`src/rtl/pipe_skid_reg_if.sv`:
```
// Valid/ready handshake bundle for pipe_skid_reg: upstream (valid_in/data_in/ready_out)
// and downstream (valid_out/data_out/ready_in) sides of one pipeline stage.
interface pipe_skid_reg_if #(
  parameter int unsigned DATA_W = 64
) ();
  logic              valid_in;
  logic [DATA_W-1:0] data_in;
  logic              ready_out;
  logic              valid_out;
  logic [DATA_W-1:0] data_out;
  logic              ready_in;

  modport master (
    output valid_in, data_in, ready_in,
    input  ready_out, valid_out, data_out
  );

  modport slave (
    input  valid_in, data_in, ready_in,
    output ready_out, valid_out, data_out
  );
endinterface

```
`src/rtl/pipe_skid_reg.sv`:
```
// Two-entry skid pipeline register: ready_out is decoupled from ready_in so that
// upstream timing never sees the downstream ready path.
module pipe_skid_reg #(
  parameter int unsigned       DATA_W   = 64,
  parameter logic [DATA_W-1:0] RST_DATA = '0
) (
  input  logic                 cpu_clk,
  input  logic                 cpu_rstn,
  input  logic                 flush,
  input  logic                 suspend,
  pipe_skid_reg_if.slave       bus,
  output logic [1:0]           occupancy
);

  typedef enum logic [1:0] {
    ST_EMPTY = 2'd0,
    ST_FULL  = 2'd1,
    ST_SKID  = 2'd2
  } state_t;

  state_t            state_r;
  logic [DATA_W-1:0] main_r;
  logic [DATA_W-1:0] skid_r;
  logic              ready_out_s;
  logic              valid_out_s;
  logic              in_fire_s;
  logic              out_fire_s;

  assign ready_out_s = (state_r != ST_SKID) & ~suspend;
  assign valid_out_s = (state_r != ST_EMPTY) & ~suspend;
  // Both fires are already blocked by suspend through ready/valid; flush gates them on top.
  assign in_fire_s   = bus.valid_in & ready_out_s & ~flush;
  assign out_fire_s  = valid_out_s & bus.ready_in & ~flush;

  assign bus.ready_out = ready_out_s;
  assign bus.valid_out = valid_out_s;
  assign bus.data_out  = main_r;

  // Occupancy decode from the registered state
  always_comb begin
    occupancy = 2'd0;
    case (state_r)
      ST_EMPTY: occupancy = 2'd0;
      ST_FULL:  occupancy = 2'd1;
      ST_SKID:  occupancy = 2'd2;
      default:  occupancy = 2'd0;
    endcase
  end

  // Stage state and data registers; flush empties the stage but leaves payloads untouched
  always_ff @(posedge cpu_clk or negedge cpu_rstn) begin
    if (!cpu_rstn) begin
      state_r <= ST_EMPTY;
      main_r  <= RST_DATA;
      skid_r  <= RST_DATA;
    end else if (flush) begin
      state_r <= ST_EMPTY;
    end else if (!suspend) begin
      case (state_r)
        ST_EMPTY: begin
          if (in_fire_s) begin
            main_r  <= bus.data_in;
            state_r <= ST_FULL;
          end
        end
        ST_FULL: begin
          if (in_fire_s && out_fire_s) begin
            main_r  <= bus.data_in;
          end else if (in_fire_s) begin
            skid_r  <= bus.data_in;
            state_r <= ST_SKID;
          end else if (out_fire_s) begin
            state_r <= ST_EMPTY;
          end
        end
        ST_SKID: begin
          if (out_fire_s) begin
            main_r  <= skid_r;
            state_r <= ST_FULL;
          end
        end
        default: state_r <= ST_EMPTY;
      endcase
    end
  end

endmodule

```
`src/flat_wrapper.sv`:
```
// flat-port wrapper written by rule: the top's interface ports become plain ports
module pipe_skid_reg_flat 
#(
  parameter int unsigned       DATA_W   = 64,
  parameter logic [DATA_W-1:0] RST_DATA = '0
)
  (cpu_clk, cpu_rstn, flush, suspend, occupancy, bus_valid_in, bus_data_in, bus_ready_in, bus_ready_out, bus_valid_out, bus_data_out);
  pipe_skid_reg_if #(.DATA_W(DATA_W)) bus_i ();
  input  logic cpu_clk;
  input  logic cpu_rstn;
  input  logic flush;
  input  logic suspend;
  output logic [1:0] occupancy;
  input wire logic [$bits(bus_i.valid_in)-1:0] bus_valid_in;
  input wire logic [$bits(bus_i.data_in)-1:0] bus_data_in;
  input wire logic [$bits(bus_i.ready_in)-1:0] bus_ready_in;
  output wire logic [$bits(bus_i.ready_out)-1:0] bus_ready_out;
  output wire logic [$bits(bus_i.valid_out)-1:0] bus_valid_out;
  output wire logic [$bits(bus_i.data_out)-1:0] bus_data_out;
  assign bus_i.valid_in = bus_valid_in;
  assign bus_i.data_in = bus_data_in;
  assign bus_i.ready_in = bus_ready_in;
  assign bus_ready_out = bus_i.ready_out;
  assign bus_valid_out = bus_i.valid_out;
  assign bus_data_out = bus_i.data_out;
  pipe_skid_reg #(.DATA_W(DATA_W), .RST_DATA(RST_DATA)) u_core (.cpu_clk(cpu_clk), .cpu_rstn(cpu_rstn), .flush(flush), .suspend(suspend), .bus(bus_i), .occupancy(occupancy));
endmodule
```
`config.mk`:
```
export PLATFORM = sky130hd
export DESIGN_NAME = pipe_skid_reg_flat
export DESIGN_NICKNAME = d
export VERILOG_FILES = /design/src/rtl/pipe_skid_reg_if.sv /design/src/rtl/pipe_skid_reg.sv /design/src/flat_wrapper.sv
export SDC_FILE = /design/constraint.sdc
export NUM_CORES = 1
export LEC_CHECK = 0
export ABC_AREA = 1
export BUFFER_PORTS_ARGS = -buffer_cell sky130_fd_sc_hd__clkbuf_2
export CAP_MARGIN = 20
export CORE_ASPECT_RATIO = 1.2
export CORE_MARGIN = 4
export CORE_UTILIZATION = 49
export CTS_CLUSTER_DIAMETER = 150
export DETAILED_ROUTE_END_ITERATION = 7
export PLACE_DENSITY_LB_ADDON = 0.15
export SLEW_MARGIN = 20
export SYNTH_ARGS = -nofsm -noshare
export SYNTH_HDL_FRONTEND = slang
export SYNTH_SLANG_ARGS = --single-unit
```
`constraint.sdc`:
```
create_clock -name cpu_clk -period 1.3 [get_ports cpu_clk]
set_input_delay 0.26 -clock cpu_clk [delete_from_list [all_inputs] [get_ports cpu_clk]]
set_output_delay 0.26 -clock cpu_clk [all_outputs]
set_load 0.05 [all_outputs]
```
==> impl_metrics.ini <==
[sta]
worst_slack_ns = -0.3574
period_share = 1.275
max_slew.worst_pin.slew_ns = 0.5515
slew_viol_final = 0
rsz0062_at_grt = yes
hold_ws_ns = 0.08111
hold_violations = 0
skew_ns = 0.006699
min_period_ns = 1.657
setup_violations = 135
fin_setup_tns_ns = -34.19
max_slew_margin = 0.6309
max_clock_freq_mhz = 603.4

[final_layout]
postLayoutCoreUtil = 0.8301
final_area_um2 = 9692
final_cell_mix = 129 x dfrtp_1, 98 x o21ai_2, 91 x nand2_1, 76 x o21ai_1, 68 x clkbuf_2
final_nets = 925
fill_cells = 605
fin_cells = 1024
diodes = 0
drive_gt1_frac = 0.5525
area_growth_syn_to_layout_pct = 64.04
final_common_cell = dfrtp_1

[clocking]
htreeDepth = 4
clock_path_buffers = 2
cts_tree = yes
worstSkewPairLatency_ns = 0.41
clkTransAtPathRegs_ns = 0.06
cts_buffers = 17
cts_root_buf = clkbuf_16
cts_num_sinks = 130

[placement]
portBuffers = 137
routabilityCongestion = 0.7917
place_area_um2 = 6756
place_ws_ns = -0.1644
dp.cells = 938
post-dp-hpwl_um = 8644

[critical_path]
crit_path_frequent_cell = nor2_4
critPathSlowestCell = dfrtp_1
worst_ep_arrival_time_ns = 1.40
critPathCaptureType = output pin
crit_buf_inv = 3
r2r_slack_ns = -0.34
setup.worst_path.class = flop to output pin
slowest_delay_ns = 0.42
path_cells = inv_2, nor2_4, buf_6, nor2_4, buf_8
crit_fanout = 3
cp.required_ns = 1.04
cpLargestDelayFamily = flip-flops
start_kind = flop

[pwr]
finalPower_mw = 24.57
power_density_nw_per_um2 = 2535
p_leak_nw = 4.933
max-vdd-ir-drop_v = 0.001411

[synth]
syn_area_um2 = 5908
synth_cells = 656
ys_ff_latch = 130
synth_warnings = 0
yosysUniqueCellTypes = 23
syn_avg_cell_area_um2 = 9.006
synth_top_cells_by_area = dfrtp_1 55%, nand2_1 13%, o21ai_1 8.3%, buf_6 5.9%, o21ai_0 5.4%
ys_seq_area_frac = 0.5506
synth_fp_nets = 726
yosysTopAreaCell = dfrtp_1
synth_top_area_frac = 0.5506

[detailed_routing]
avgViaCountPerCell = 5.624
drtIter0Drc = 363
wl_um = 21500
first_pass_iters = 5
final_antenna_net_count = 0
dr_total_vias = 5759
routedWlPerCell_um = 20.99
drc = 0

[global_route]
gr-total-overflow = 0
antenna_found_initial = 0
grt_first_pass_wirelength_um = 27770
grt_usage = 0.2597
grt_pass1_vias = 5507
grt_max_degree = 53

[floorplanning]
ioPinCount = 138
dieArea_um2 = 13890
fp.dieH_um = 128.3
rows = 43
die_w_um = 108.2
start_util = 0.5061
coreArea_um2 = 11670

[status]
status = finished, violations left
violations = negative setup slack

[min_path]
hp-class = input pin to flop

[run]
cap_violations = 0
==> flip-flops by register name, summed over array words and instances (netlist names) <==
| name | cells |
|---|---|
| u_core.bus.data_out | 64 |
| u_core.skid_r | 64 |
| u_core.state_r | 2 |
==> where the power goes <==
group | internal, mW | switching [mW] | leakage, nW
Sequential | 5.99 | 1.94 | 1.63
Clock | 3.05 | 1.79 | 0.283
Combinational | 4.67 | 7.13 | 3.02
Total | 13.7 | 10.9 | 4.93
==> metal layers <==
metal / GRT usage / up-vias / wire length, um
met3: 0.04887 / 89 / 1482
met4: 0.1018 / 0 / 950
met5: 0 / - / 0
met2: 0.4407 / 323 / 11230
met1: 0.3279 / 2834 / 7834
li1: - / 2513 / -
==> synth_stat cells <==
library cell / number
nand2_1: 203
dfrtp_1: 130
o21ai_1: 98
inv_1: 67
o21ai_0: 64
o21ai_2: 32
buf_6: 31
buf_2: 6
nor2_1: 5
inv_2: 3
clkbuf_1: 2
nand2_2: 2
nor2_2: 2
nor2_4: 2
a21boi_0: 1
buf_4: 1
buf_8: 1
clkbuf_2: 1
nand2_4: 1
nand3_1: 1
nand3b_1: 1
nand4_1: 1
nand4_4: 1
==> cells by family after synthesis <==
| group | Yosys count | synth area share |
|---|---|---|
| AO/OA/AOI/OAI | 195 | 0.1859 |
| buffers and inverters | 112 | 0.1146 |
| flip-flops | 130 | 0.5506 |
| AND/OR/NAND/NOR | 219 | 0.1489 |
==> cell type report <==
class	count	area (um2)	share of cell area
multi-input cells	415	2912	0.3004
flip-flops and latches	130	3254	0.3358
inverters	70	272.8	0.02814
repair buffers	221	2472	0.2551
clock inverters	10	133.9	0.01381
well taps	157	196.4	0.02027
clock buffers	21	450.4	0.04648
==> final timing paths <==
| check | start | endpoint | cells past startpoint |
|---|---|---|---|
| min in group asynchronous | cpu_rstn | u_core.bus.data_out[21] | 2 |
| max in group asynchronous | cpu_rstn | u_core.bus.data_out[26] | 3 |
| hold reg to reg | u_core.bus.data_out[24] | u_core.bus.data_out[24] | 2 |
| hold / removal | bus_data_in[51] | u_core.skid_r[51] | 3 |
| setup / recovery | u_core.state_r[1] | bus_ready_out | 5 |
| setup reg to reg | u_core.state_r[0] | u_core.bus.data_out[23] | 10 |
==> tightest hold or removal path: stages <==
cell      delay [ns]
clkbuf_2        0.08
inv_1           0.07
o21ai_2         0.05
==> repair_timing <==
action / CTS / global route
setup buffers: 12 / 10
setup endpoints to repair: 191 / 160
gates cloned: 23 / 16
hold endpoints to repair: 36 / 0
pin swaps: 4 / 11
gates resized for setup: 174 / 292
hold buffers: 1 / 0
(Power assumes the default switching activity.)
